[config.mk]
export PLATFORM = sky130hd
export DESIGN_NAME = instruction_fetch_stage
export DESIGN_NICKNAME = d
export VERILOG_FILES = /design/src/rtl/instruction_fetch_stage_pkg.sv /design/src/rtl/instruction_fetch_stage_pc_register.sv /design/src/rtl/instruction_fetch_stage.sv
export SDC_FILE = /design/constraint.sdc
export NUM_CORES = 1
export LEC_CHECK = 0
export CAP_MARGIN = 10
export CORE_MARGIN = 4
export CORE_UTILIZATION = 44
export DETAILED_ROUTE_END_ITERATION = 7
export PLACE_DENSITY = 0.79
export SYNTH_ARGS = -nofsm -noshare
export SYNTH_HDL_FRONTEND = slang
export SYNTH_SLANG_ARGS = --single-unit
[constraint.sdc]
create_clock -name Clock -period 2.6 [get_ports Clock]
set_input_delay 0.65 -clock Clock [delete_from_list [all_inputs] [get_ports Clock]]
set_output_delay 0.65 -clock Clock [all_outputs]
set_load 0.02 [all_outputs]
[src/rtl/instruction_fetch_stage_pkg.sv]
// Shared definitions for the fetch stage: NOP encoding, FSM states,
// default memory depth, IF/ID slot layout and the fetch-address check.
package instruction_fetch_stage_pkg;

    localparam logic [31:0] NOP_ENC           = 32'h0000_0013;  // addi x0,x0,0
    localparam int          DEFAULT_MEM_WORDS = 32;

    typedef enum logic {
        ST_RUN  = 1'b0,
        ST_HALT = 1'b1
    } fetch_state_e;

    typedef struct packed {
        logic [31:0] instr;
        logic [31:0] pc;
        logic [31:0] pc4;
        logic        valid;
    } if_id_t;

    // A fetch address is bad when misaligned or beyond the end of the instruction memory.
    function automatic logic fetch_bad(input logic [31:0] pc, input logic [31:0] words);
        return (pc[1:0] != 2'b00) || ({2'b00, pc[31:2]} >= words);
    endfunction

endpackage

[src/rtl/instruction_fetch_stage_pc_register.sv]
// Program counter flop: async active-low reset to RESET_PC, loads next_pc when load is set.
module pc_register #(
    parameter logic [31:0] RESET_PC = 32'h0000_0000
) (
    input  logic        gclk,
    input  logic        grst_n,
    input  logic        load,
    input  logic [31:0] next_pc,
    output logic [31:0] pc
);

    always_ff @(posedge gclk or negedge grst_n) begin
        if (!grst_n)   pc <= RESET_PC;
        else if (load) pc <= next_pc;
    end

endmodule

[src/rtl/instruction_fetch_stage.sv]
// Fetch stage: PC, next-PC selection, RUN/HALT fault FSM and the IF/ID pipeline register.
module instruction_fetch_stage
    import instruction_fetch_stage_pkg::*;
#(
    parameter logic [31:0] RESET_PC  = 32'h0000_0000,
    parameter int          MEM_WORDS = DEFAULT_MEM_WORDS,
    parameter logic [31:0] NOP_INSTR = NOP_ENC
) (
    input  logic        Clock,
    input  logic        ResetN,
    input  logic        Stall,
    input  logic        Flush,
    input  logic        BranchTaken,
    input  logic [31:0] BranchTarget,
    output logic [31:0] ReadAddress,
    input  logic [31:0] InstructionIn,
    output logic [31:0] IfIdInstruction,
    output logic [31:0] IfIdPC,
    output logic [31:0] IfIdPCPlus4,
    output logic        IfIdValid,
    output logic        FetchFault,
    output logic [31:0] FaultPC
);

    fetch_state_e state;
    if_id_t       ifid;
    logic [31:0]  pc;
    logic [31:0]  pc_plus4;
    logic [31:0]  next_pc;
    logic         fault;
    logic         pc_load;

    assign pc_plus4    = pc + 32'd4;
    assign ReadAddress = {2'b00, pc[31:2]};
    assign fault       = (state == ST_RUN) && fetch_bad(pc, 32'(MEM_WORDS));
    // A branch overrides a stall; a fault or HALT freezes the PC.
    assign pc_load     = (state == ST_RUN) && !fault && (BranchTaken || !Stall);
    assign next_pc     = BranchTaken ? BranchTarget : pc_plus4;

    pc_register #(.RESET_PC(RESET_PC)) u_pc (
        .gclk    (Clock),
        .grst_n  (ResetN),
        .load    (pc_load),
        .next_pc (next_pc),
        .pc      (pc)
    );

    always_ff @(posedge Clock or negedge ResetN) begin
        if (!ResetN) begin
            state      <= ST_RUN;
            ifid       <= '{instr: NOP_INSTR, pc: 32'd0, pc4: 32'd0, valid: 1'b0};
            FetchFault <= 1'b0;
            FaultPC    <= 32'd0;
        end else if (state == ST_RUN) begin
            if (fault) begin
                state       <= ST_HALT;
                FetchFault  <= 1'b1;
                FaultPC     <= pc;
                ifid.instr  <= NOP_INSTR;
                ifid.valid  <= 1'b0;
            end else if (BranchTaken || Flush) begin
                // Under a stall the flush still kills the slot while the PC holds.
                ifid.instr  <= NOP_INSTR;
                ifid.valid  <= 1'b0;
            end else if (!Stall) begin
                ifid <= '{instr: InstructionIn, pc: pc, pc4: pc_plus4, valid: 1'b1};
            end
        end
    end

    assign IfIdInstruction = ifid.instr;
    assign IfIdPC          = ifid.pc;
    assign IfIdPCPlus4     = ifid.pc4;
    assign IfIdValid       = ifid.valid;

endmodule
==> impl_metrics.py, run 1 <==
metrics = {
    "synthesis": {
        "ys_types": 42,
        "synth_seq_cells": 161,
        "yosysTopAreaCellShare_pct": 63.3,
        "yosysWarnings": 0,
        "yosysSeqAreaShare_pct": 64.6,
        "syn_inst": 458,
        "syn_avg_cell_area_um2": 13.6,
        "synth_top_area_cell": "dfrtp_1",
        "synth.cell_area_mm2": 0.00625,
        "ys_top_cells_by_area": "dfrtp_1 63%, mux2_2 8.1%, nor2b_1 5.1%",
    },
    "critical_path": {
        "rrSetupSlack_ps": 330,
        "critPathTopFamily": "buffers and inverters",
        "cp_slowest_stage_delay_ps": 680,
        "cp_num_buf_inv": 1,
        "setup.worst_path.start": "u_pc.pc[2]$_DFFE_PN0P_",
        "cp_data_arrival_time_ps": 1630,
        "path_class": "flip-flop to output port",
        "endpoint": "ReadAddress[0]",
        "start_kind": "flip-flop",
        "worst_setup_path_end_kind": "output port",
        "cp.required_ps": 1950,
        "path_max_fanout": 9,
        "cp_num_cells": 1,
        "reg2regPathDepth": 6,
        "reg2reg_to": "IfIdPC[4]$_DFFE_PN0P_",
        "crit_chain": "clkdlybuf4s50_1",
        "r2r_start": "u_pc.pc[11]$_DFFE_PN0P_",
        "critical_path.slowest_cell": "clkdlybuf4s50_1",
    },
    "timing": {
        "slew-limit-headroom_pct": 61.2,
        "slew_violations": 0,
        "period_needed_ps": 2280,
        "fmax_ghz": 0.439,
        "hold_viol": 0,
        "min_period_over_period_pct": 87.7,
        "setup_tns_ps": 0,
        "setup_viol": 0,
        "finClkSkew_ps": 9.37,
        "tightestPinTransition_ps": 574,
        "rsz0062_at_grt": "no",
    },
    "clocking": {
        "holdBufCountCts": 0,
        "clk_latency_ps": 410,
        "cts-htree-levels": 4,
        "post_cts_resized": 0,
        "clk_pin_slew_ps": 60,
        "clockBufferDepth": 2,
        "cts_tree": "yes",
        "clock_sinks": 161,
        "cts-root-buf": "clkbuf_16",
        "cts_setup_buffers": 0,
        "numCtsBuffers": 17,
    },
    "cells_and_area": {
        "finish.instance_area_mm2": 0.00920,
        "mostFrequentLayoutCell": "clkdlybuf4s50_1",
        "fillers": 1017,
        "multiInputGateArea_mm2": 0.00185,
        "drive_above_1_share_pct": 15.4,
        "mostFrequentLayoutCells": "227 x clkdlybuf4s50_1, 158 x dfrtp_1, 51 x nor2b_1",
        "regArea_mm2": 0.00403,
        "nets": 735,
        "fin_cells": 858,
        "layout-area-overhead-vs-synth_pct": 47.3,
    },
    "power_and_ir_drop": {
        "powerDensity_mw_per_mm2": 613,
        "p_leak_uw": 0.00426,
        "ir_drop_mv": 0.371,
    },
    "drt": {
        "drt_iter0_drc": 185,
        "firstDrtPassIters": 6,
        "wl_per_cell_um": 18.8,
        "via_per_inst": 5.01,
        "wirelength_um": 16100,
        "vias": 4299,
        "ant_nets": 0,
        "drc_errors": 0,
    },
    "placed_design": {
        "gp_congestion": 0.827,
        "io_buffers": 228,
        "post-dp-hpwl_um": 11500,
        "placed_area_mm2": 0.00859,
        "dp.cells": 825,
    },
    "global_routing": {
        "first_global_vias": 4709,
        "antenna_found_initial": 1,
        "overflow": 0,
        "track_usage_pct": 20.3,
        "grt_max_degree": 58,
        "grt_pass1_wl_um": 25700,
    },
    "floorplan": {
        "row_count": 43,
        "core-area_mm2": 0.0139,
        "start_util_pct": 45.0,
        "die_w_um": 127,
        "die_h_um": 127,
        "die_area_mm2": 0.0162,
        "io_pins": 231,
    },
    "min_path": {
        "min_path_type": "input pin to async pin",
    },
    "run_status": {
        "outcome": "finished clean",
    },
    "job": {
        "max_cap_viol_count": 0,
    },
}
## flip-flops by register name (all words and copies together) (netlist names)
signal / flops
u_pc.pc: 32
FaultPC: 32
IfIdValid: 1
IfIdPC: 32
state: 1
FetchFault: 1
IfIdInstruction: 32
IfIdPCPlus4: 30
## cells by family after synthesis
| logic type | synth area share [%] |
|---|---|
| AND/OR/NAND/NOR | 9.33 |
| XOR/XNOR | 0.561 |
| flip-flops | 64.6 |
| other | 0.0600 |
| multiplexers | 8.59 |
| adder cells (fa/ha/maj) | 0.400 |
| buffers and inverters | 6.15 |
| AO/OA/AOI/OAI | 10.4 |
## synthesized netlist by cell type, drive strengths merged
master / instances
ha: 2
nand2b: 1
nor2: 6
and2: 1
o21bai: 7
and4: 1
a21oi: 5
o31ai: 3
dfstp: 3
o41ai: 3
or4: 1
a32oi: 5
dfrtp: 158
nand4: 3
a2bb2oi: 1
a31o: 2
or4b: 2
nor2b: 51
xnor2: 2
inv: 5
a21o: 20
nor3: 8
a22o: 29
mux2: 45
nand3: 4
and3: 1
o21ai: 4
or3: 1
buf: 49
nor4b: 1
nand2: 8
a31oi: 2
conb: 1
nor4: 8
clkbuf: 10
xor2: 2
mux2i: 3
## final cells by class
| cell class | count | share of cell area, % |
|---|---|---|
| antenna | 1 | 0.0272 |
| clock buffer | 20 | 4.96 |
| clock inverter | 12 | 1.70 |
| inverter | 5 | 0.204 |
| multi-input combinational | 234 | 20.1 |
| sequential | 161 | 43.8 |
| tap | 180 | 2.45 |
| timing repair buffer | 245 | 26.7 |
## worst reg2reg max path, cell delays in order (launching register included)
cell,delay (ps)
dfrtp_1,460
nor4_2,320
nand4_1,190
buf_4,250
nor3_2,300
buf_12,250
mux2_2,380
## per-stage QoR
step | utilization (%) | worst slack [ps] | total power, uW | hold WS, ps
after global placement | 61.9 | 196 | 3130 | 449
after floorplan | - | 612 | 2860 | 354
final | 66.3 | 321 | 5650 | 198
after global routing | 66.3 | 150 | 5850 | 222
after CTS | 66.3 | 288 | 5700 | 210
after detailed placement | 61.9 | 121 | 3140 | 452
## worst min-delay path by stage
stage                                start                       to  depth (start not counted)
floorplan                           ResetN   FaultPC[0]$_DFFE_PN0P_                          0
global placement    FetchFault$_DFFE_PN0P_   FetchFault$_DFFE_PN0P_                          1
detailed placement  FetchFault$_DFFE_PN0P_   FetchFault$_DFFE_PN0P_                          1
CTS                                 ResetN  FaultPC[17]$_DFFE_PN0P_                          1
global route                        ResetN  FaultPC[17]$_DFFE_PN0P_                          1
finish                              ResetN  FaultPC[17]$_DFFE_PN0P_                          1
## where the power goes
| part | switching, uW | leakage (uW) | internal [uW] | total [uW] |
|---|---|---|---|---|
| registers | 61.8 | 0.00215 | 2560 | 2630 |
| logic | 220 | 0.00182 | 251 | 471 |
| clock network | 984 | 0.000289 | 1560 | 2550 |
| total | 1270 | 0.00426 | 4380 | 5650 |
## routing by layer
| metal | routed length, um | up-vias | track usage (%) |
|---|---|---|---|
| met5 | 0 | - | 0 |
| met4 | 385 | 0 | 8.01 |
| met3 | 1050 | 21 | 5.56 |
| met2 | 7890 | 148 | 32.7 |
| met1 | 6790 | 2142 | 26.3 |
| li1 | - | 1988 | - |
Note: power is estimated with default switching activity, not from simulation.
==> run 2, diff against run 1 <==
Settings changed: CORE_UTILIZATION 44 to 46, PLACE_DENSITY 0.79 to 0.8, SYNTH_HIERARCHICAL set to 1.
==> run 2 against run 1 <==
Sequential share of layout area down 4.7 points. Synthesized cell count up 16%. Non-clock buffer count up 35. Routed wire length up 15%. Register-to-register slack worse by 190 ps. Via count up 20%. Core utilization up 3.9 points. Design area up 12%. Clock-buffer cell count up 2. Power up 3.8%. Cell count up 15%. Critical endpoint is now u_pc/pc[31]$_DFFE_PN0P_. Largest power group unchanged.
==> impl_metrics.py, run 2 <==
metrics = {
    "floorplan": {
        "die_area_mm2": 0.0172,
        "die_h_um": 131,
        "row_count": 44,
        "start_util_pct": 47.4,
        "core-area_mm2": 0.0147,
        "die_w_um": 131,
        "io_pins": 231,
    },
    "drt": {
        "wirelength_um": 18500,
        "drc_errors": 0,
        "via_per_inst": 5.20,
        "wl_per_cell_um": 18.6,
        "ant_nets": 0,
        "vias": 5148,
        "drt_iter0_drc": 227,
        "firstDrtPassIters": 4,
    },
    "clocking": {
        "cts-htree-levels": 4,
        "numCtsBuffers": 17,
        "holdBufCountCts": 0,
        "cts_tree": "yes",
        "clk_pin_slew_ps": 60,
        "clock_sinks": 161,
        "cts-root-buf": "clkbuf_16",
        "clk_latency_ps": 430,
        "clockBufferDepth": 2,
    },
    "synthesis": {
        "yosysTopAreaCellShare_pct": 56.7,
        "yosysWarnings": 6,
        "ys_types": 45,
        "ys_top_cells_by_area": "dfrtp_1 57%, mux2_2 6.6%, mux2_4 6.5%",
        "synth-edff-count": 0,
        "synth.cell_area_mm2": 0.00697,
        "syn_avg_cell_area_um2": 13.2,
        "netlist_top_cells_count": "158 x dfrtp_1, 51 x nor2b_1, 41 x mux2_2",
        "synth_top_area_cell": "dfrtp_1",
        "syn_inst": 529,
        "ys.flop_type": "dfrtp_1",
        "synth_most_common_cell": "dfrtp_1",
        "synth_seq_cells": 161,
        "yosysSeqAreaShare_pct": 57.8,
        "synthArstFlopShare_pct": 100,
    },
    "placed_design": {
        "post-dp-hpwl_um": 13300,
        "gp_congestion": 0.802,
        "dpl_worst_slack_ps": 65.0,
        "io_buffers": 228,
        "placed_area_mm2": 0.00971,
    },
    "critical_path": {
        "cp_data_arrival_time_ps": 2770,
        "reg2reg_to": "u_pc/pc[31]$_DFFE_PN0P_",
        "crit_chain": "nor4_1 > nand4_2 > or4_1 > a21oi_4 > buf_12 > mux2_2",
        "cp.required_ps": 2910,
        "start_kind": "flip-flop",
        "path_max_fanout": 21,
        "reg2regPathDepth": 6,
        "worst_setup_path_end_kind": "flip-flop",
        "path_class": "flip-flop to flip-flop",
        "rrSetupSlack_ps": 140,
        "critical_path.slowest_cell": "or4_1",
        "r2r_start": "u_pc/pc[21]$_DFFE_PN0P_",
        "cp_slowest_stage_delay_ps": 600,
    },
    "global_routing": {
        "first_global_vias": 5535,
        "grt_pass1_wl_um": 30400,
        "antenna_found_initial": 0,
        "overflow": 0,
        "grt_max_degree": 81,
        "track_usage_pct": 21.9,
    },
    "timing": {
        "slew_violations": 0,
        "min_period_over_period_pct": 94.6,
        "setup_tns_ps": 0,
        "finClkSkew_ps": 8.44,
        "rsz0062_at_grt": "no",
        "setup_viol": 0,
        "finalWorstSetupSlack_ps": 142,
        "hold_viol": 0,
        "fmax_ghz": 0.407,
        "whs_ps": 119,
        "period_needed_ps": 2460,
    },
    "power_and_ir_drop": {
        "powerDensity_mw_per_mm2": 568,
        "p_leak_uw": 0.00461,
        "ir_drop_mv": 0.399,
    },
    "min_path": {
        "min_path_type": "input pin to async pin",
    },
    "job": {
        "max_cap_viol_count": 0,
    },
    "cells_and_area": {
        "finish.instance_area_mm2": 0.0103,
        "mostFrequentLayoutCell": "clkdlybuf4s50_1",
        "drive_above_1_share_pct": 20.7,
        "nets": 864,
        "num_antenna_cells": 0,
        "layout-area-overhead-vs-synth_pct": 48.0,
        "mostFrequentLayoutCells": "227 x clkdlybuf4s50_1, 158 x dfrtp_1, 51 x nor2b_1",
    },
    "run_status": {
        "outcome": "finished clean",
    },
}
==> run 2: changes by cell type after synthesis, moves of 11 or more <==
cell     delta
a21o_1     -19
o21ai_0    +18
buf_4      -26
mux2_4     +30
a31oi_1    +12
nand2_1    +14
mux2_1     +11
==> run 2: area by class of cell <==
cell class	instances	area, um2
inverters	14	52.6
well taps	184	230
multi-input cells	319	2630
fillers	1000	4380
clock buffers	22	474
repair buffers	280	2770
flip-flops and latches	161	4030
clock inverters	10	126
==> run 2: routing by layer <==
metal  track usage [%]  wire length (um)
met1              27.3              7860
met2              36.6              9210
met3              7.49              1090
met4              6.48               301
met5                 0                 0
==> run 2: per-stage QoR <==
stage	std cells	total power, uW	utilization (%)
after floorplan	530	2960	-
after global placement	958	3370	66.1
after detailed placement	958	3390	66.1
after CTS	990	5920	70.2
after global routing	990	6090	70.2
final	990	5860	70.2
==> run 2: kinds of logic after synthesis <==
logic type                 Yosys count  share of synthesized area, %
AOI/OAI and AO/OA                   75                          8.04
xor gates and xnor gates            14                          1.76
adders and majority gates            2                         0.359
buffers and inverters               50                          4.72
DFF                                161                          57.8
muxes                               82                          14.9
other                                1                        0.0538
and+or+nand+nor                    144                          12.4
==> run 2: worst max path at each step <==
stage	start	to	slack [ps]	cells after the start
6_report	u_pc/pc[21]$_DFFE_PN0P_	u_pc/pc[31]$_DFFE_PN0P_	140	6
3_5_place_dp	Stall	IfIdPCPlus4[4]$_DFFE_PN0P_	60	5
2_1_floorplan	u_pc/pc[12]$_DFFE_PN0P_	u_pc/pc[0]$_DFFE_PN0P_	8	8
3_3_place_gp	Stall	IfIdPC[6]$_DFFE_PN0P_	100	5
4_1_cts	u_pc/pc[13]$_DFFE_PN0P_	u_pc/pc[31]$_DFFE_PN0P_	110	6
5_1_grt	u_pc/pc[20]$_DFFE_PN0P_	u_pc/pc[31]$_DFFE_PN0P_	90	6
==> run 2: worst max-delay path: cells and delay by family (launching register included) <==
| kind | cells | cell delay [ps] |
|---|---|---|
| AO/OA/AOI/OAI | 1 | 200 |
| multiplexers | 1 | 350 |
| flip-flops | 1 | 390 |
| AND/OR/NAND/NOR | 3 | 1160 |
| buffers and inverters | 1 | 220 |
==> run 2: report_power, final <==
group | internal (uW) | switching (uW)
Combinational | 374 | 344
Clock | 1500 | 1020
Sequential | 2580 | 47.5
Total | 4450 | 1410
==> run 2: timing repair <==
item / CTS / global route
setup endpoints to repair: 0 / 1
buffers inserted: 0 / 0
gates resized for setup: 0 / 1
